File: config.mk
export PLATFORM = sky130hd
export DESIGN_NAME = pcileech_tx_serializer
export DESIGN_NICKNAME = d
export VERILOG_FILES = /design/src/rtl/pcileech_tx_serializer.sv
export SDC_FILE = /design/constraint.sdc
export NUM_CORES = 2
export LEC_CHECK = 0
export CAP_MARGIN = 20
export CORE_ASPECT_RATIO = 1.4
export CORE_UTILIZATION = 32
export CTS_CLUSTER_SIZE = 40
export DETAILED_ROUTE_END_ITERATION = 10
export DONT_BUFFER_PORTS = 1
export SLEW_MARGIN = 20
export SYNTH_ARGS = -nofsm -noshare
export SYNTH_HDL_FRONTEND = slang
export SYNTH_SLANG_ARGS = --single-unit
File: constraint.sdc
create_clock -name clk -period 24.6 [get_ports clk]
set_input_delay 4.92 -clock clk [delete_from_list [all_inputs] [get_ports clk]]
set_output_delay 4.92 -clock clk [all_outputs]
set_load 0.05 [all_outputs]
File: src/rtl/pcileech_tx_serializer.sv
// Ping-pong 256-bit to 32-bit DW serializer feeding the FT601 TX path.
// Optional filler-DW dropping is enabled with `define PCILEECH_TX_FILLER_DROP_EN.
module pcileech_tx_serializer #(
    parameter logic [31:0] FILLER_DW = 32'h66665555,
    parameter int          CNT_W     = 32
) (
    input  logic             clk,
    input  logic             rst,
    input  logic [255:0]     din,
    input  logic             din_valid,
    output logic             din_rd_en,
    output logic [31:0]      dout,
    output logic             dout_valid,
    input  logic             dout_ready,
    output logic             dout_last,
    output logic [CNT_W-1:0] tx_dw_count
);

    logic [1:0][255:0] slot_q;
    logic [1:0]        full_q, full_d;
    logic              wr_sel_q, wr_sel_d;
    logic              rd_sel_q, rd_sel_d;
    logic [2:0]        idx_q, idx_d;
    logic [CNT_W-1:0]  cnt_q, cnt_d;
    logic [31:0]       dout_q, dout_d;
    logic              dout_valid_q, dout_valid_d;
    logic              dout_last_q, dout_last_d;

    logic              xfer;
    logic              skip;
    logic              advance;
    logic [255:0]      rd_word_d;
    logic [31:0]       dw_d;

    always_comb begin
        din_rd_en = ~rst & din_valid & ~full_q[wr_sel_q];
        xfer      = dout_valid_q & dout_ready;
`ifdef PCILEECH_TX_FILLER_DROP_EN
        // A held slot with no valid output means the current DW is filler.
        skip      = full_q[rd_sel_q] & ~dout_valid_q;
`else
        skip      = 1'b0;
`endif
        advance   = xfer | skip;

        full_d    = full_q;
        wr_sel_d  = wr_sel_q;
        rd_sel_d  = rd_sel_q;
        idx_d     = idx_q;
        cnt_d     = cnt_q + {{(CNT_W-1){1'b0}}, xfer};

        if (din_rd_en) begin
            full_d[wr_sel_q] = 1'b1;
            wr_sel_d         = ~wr_sel_q;
        end

        if (advance) begin
            if (idx_q == 3'd7) begin
                full_d[rd_sel_q] = 1'b0;
                rd_sel_d         = ~rd_sel_q;
                idx_d            = 3'd0;
            end else begin
                idx_d = idx_q + 3'd1;
            end
        end

        // Present next cycle's DW directly from din when it lands in the read slot.
        rd_word_d = (din_rd_en && (wr_sel_q == rd_sel_d)) ? din : slot_q[rd_sel_d];
        dw_d      = rd_word_d[{idx_d, 5'd0} +: 32];

`ifdef PCILEECH_TX_FILLER_DROP_EN
        dout_valid_d = full_d[rd_sel_d] & (dw_d != FILLER_DW);
`else
        dout_valid_d = full_d[rd_sel_d];
`endif
        dout_d      = dout_valid_d ? dw_d : dout_q;
        dout_last_d = dout_valid_d & (idx_d == 3'd7);
    end

`ifndef PCILEECH_TX_FILLER_DROP_EN
    logic unused_filler;
    assign unused_filler = ^FILLER_DW;
`endif

    always_ff @(posedge clk or posedge rst) begin
        if (rst) begin
            slot_q       <= '0;
            full_q       <= 2'b00;
            wr_sel_q     <= 1'b0;
            rd_sel_q     <= 1'b0;
            idx_q        <= 3'd0;
            cnt_q        <= '0;
            dout_q       <= 32'd0;
            dout_valid_q <= 1'b0;
            dout_last_q  <= 1'b0;
        end else begin
            for (int i = 0; i < 2; i++) begin
                if (din_rd_en && (wr_sel_q == 1'(i)))
                    slot_q[i] <= din;
            end
            full_q       <= full_d;
            wr_sel_q     <= wr_sel_d;
            rd_sel_q     <= rd_sel_d;
            idx_q        <= idx_d;
            cnt_q        <= cnt_d;
            dout_q       <= dout_d;
            dout_valid_q <= dout_valid_d;
            dout_last_q  <= dout_last_d;
        end
    end

    assign dout        = dout_q;
    assign dout_valid  = dout_valid_q;
    assign dout_last   = dout_last_q;
    assign tx_dw_count = cnt_q;

endmodule

==> flow_metrics.tcl <==
set metrics [dict create \
    wl_met3_microns 9130 \
    cp_max_fo 4 \
    routed.top_layer "met4" \
    fillCellCount 9289 \
    ys_warn_count 0 \
    clockRootBuffer "clkbuf_16" \
    fin_setup_tns_ns 0 \
    path_buf_inv 0 \
    crit_type "input pin to output pin" \
    htree_levels 3 \
    ys_top_cells_by_area "dfrtp_1 51%, nand2_1 23%, mux4_2 5.8%" \
    final_area_sq_um 32200 \
    post_cts_buffers 0 \
    dp.cells 4395 \
    cpPeakStageDelay_ns 0.91 \
    port_buffers 0 \
    vias 23549 \
    grt.total_usage_pct 22.2 \
    hold_viol_final 0 \
    fin_nets 3539 \
    ir_worst_vdd_mv 0.0831 \
    core_sq_um 89800 \
    die_h_microns 358 \
    min_path_type "flop to flop" \
    synth_flop_cell "dfrtp_1" \
    final_max_slew_viol_count 0 \
    cp.arrival_ns 6.05 \
    dpl.hpwl_microns 67200 \
    cts_made_buffers 66 \
    syn_nets 3656 \
    die_x_microns 256 \
    critical_path.top_delay_family "compound AO/OA/AOI/OAI gates" \
    crit_path_end_kind "output pin" \
    power_per_cell_area_nw_per_um2 118 \
    routedWlPerCell_microns 22.7 \
    required_ns 19.68 \
    yosys_register_bits 585 \
    drc 0 \
    ctsHoldBuffers 0 \
    drive_above_1_share_pct 9.21 \
    via_per_inst 5.22 \
    seq_area_frac_synth_pct 50.5 \
    min_period_ns 10.97 \
    synth_area_sq_um 29000 \
    crit_chain "nand2b_1 > a211oi_2" \
    synthesis.instances 3392 \
    cts.sinks 585 \
    ctsLongestPathBuffers 3 \
    ant_nets 0 \
    routed_wl_microns 102000 \
    place_area_sq_um 29900 \
    io_pins 327 \
    grt_antenna_before_repair 4 \
    fin_skew_ns 0.0262 \
    final_cells 4513 \
    max-cap-violations 0 \
    synth_edf_count 0 \
    synth_most_common_cell "nand2_1" \
    start_util_pct 32.3 \
    synthArstFlopShare_pct 100 \
    drt_iter0_markers 1968 \
    netlist.area_leader.share_pct 50.5 \
    ys_types 58 \
    areaGrowthSynthToFinish_pct 11.0 \
    max_slew.worst_pin.slew_ns 1.07 \
    clkTransAtPathRegs_ns 0.06 \
    cp-start-kind "input pin" \
    die-area_sq_um 91800 \
    p_leak_nw 16.1 \
    setup_viol 0 \
    max_freq_mhz 91.2 \
    wl_met1_microns 39900 \
    synth_largest_area_cell "dfrtp_1" \
    post-route-period-util_pct 44.6 \
    grt_max_degree 146 \
    grt_pass1_wl_microns 153000 \
    rows 130 \
    max_slew_margin_pct 28.5 \
    drt_first_pass_iters 8 \
    grt_pass1_vias 23521 \
    worstSkewPairLatency_ns 0.65 \
    cp_slowest_cell "a211oi_2" \
    grt-ovfl-total 0 \
    place.gp.congestion 0.808 \
    status "completed" \
    cts_tree "done" \
    synth.avg_cell_area_sq_um 8.54 \
    yosys-top-cells-count "1,782 x nand2_1, 585 x dfrtp_1, 142 x clkbuf_1" \
    cts_resized 0 \
    wl_met2_microns 49000 \
    rsz0062_at_grt "no" \
]
## state kept, by name, indices dropped and copies added (netlist names)
| name | cells |
|---|---|
| full_q | 2 |
| rd_sel_q | 1 |
| wr_sel_q | 1 |
| slot_q | 512 |
| dout | 32 |
| idx_q | 3 |
| tx_dw_count | 32 |
| dout_last | 1 |
| dout_valid | 1 |
## through the flow
stage / power (mW) / util [%] / setup slack [ns] / hold WS [ns]
finish: 3.79 / 35.8 / 13.63 / 0.466
global route: 4.01 / 35.8 / 13.60 / 0.483
CTS: 3.83 / 35.8 / 13.58 / 0.469
detailed placement: 2.78 / 33.3 / 13.58 / 0.454
global placement: 2.76 / 33.3 / 13.57 / 0.449
floorplan: 2.35 / - / 3.31 / 0.437
## cell usage in the layout, fill, tap and decap left out, drive strengths merged, types with 6 or more instances in the layout
master and count:
nand2 1782, dfrtp 585, nand3 111, clkbuf 90
nor2 84, mux4 74, and3 52, mux2 50
o21ai 50, buf 47, a32oi 45, nand4 43
mux2i 35, a2111oi 31, a211oi 30, nand2b 27
xnor2 22, nor3 18, inv 16, o211ai 13
a31oi 11, o311ai 10, clkinv 10, a21boi 10
xor2 9, clkinvlp 9, a311oi 8, or3 7
o22ai 6
## cell families (layout without fill, tap and decap cells)
logic type	Yosys count	after routing	synth area share, %
compound gates	226	226	5.88
fa+ha+maj	4	4	0.173
mux	159	159	8.90
buf+inv	244	176	3.74
simple gates	2143	2143	29.8
other cells	0	1	0
xor+xnor	31	31	1.00
flops	585	585	50.5
## where the power goes
| part | leakage [nW] | internal, mW | switching, mW |
|---|---|---|---|
| logic | 7.15 | 0.467 | 0.856 |
| clock network | 1.07 | 0.592 | 0.439 |
| registers | 7.85 | 1.21 | 0.232 |
| total | 16.1 | 2.27 | 1.53 |
## routing by layer
metal | vias to the layer above | global-route usage, %
li1 | 10930 | -
met1 | 11682 | 26.6
met2 | 769 | 36.3
met3 | 168 | 6.79
met4 | 0 | 10.8
met5 | - | 0
## area by class of cell
class | instances | area [sq um] | share of cell area [%]
tap | 1188 | 1490 | 4.62
sequential | 585 | 14600 | 45.5
inverter | 12 | 62.6 | 0.195
multi-input combinational | 2563 | 13400 | 41.5
timing repair buffer | 47 | 390 | 1.21
clock inverter | 27 | 307 | 0.953
antenna | 1 | 2.50 | 0.00778
clock buffer | 90 | 1910 | 5.95
## path summary, 6_finish.rpt
path                                         start                         to  slack, ns  cells past startpoint
setup / recovery                               rst                  din_rd_en      13.63                      2
setup reg to reg              dout_valid$_DFF_PP0_       dout[14]$_DFFE_PP0P_      19.52                      8
min in group asynchronous                      rst  tx_dw_count[20]$_DFF_PP0_       4.30                      1
max in group asynchronous                      rst    slot_q[213]$_DFFE_PP0P_      16.82                      5
hold / removal             slot_q[150]$_DFFE_PP0P_    slot_q[150]$_DFFE_PP0P_       0.47                      2
hold reg to reg            slot_q[150]$_DFFE_PP0P_    slot_q[150]$_DFFE_PP0P_       0.47                      2
(Power assumes the default switching activity.)
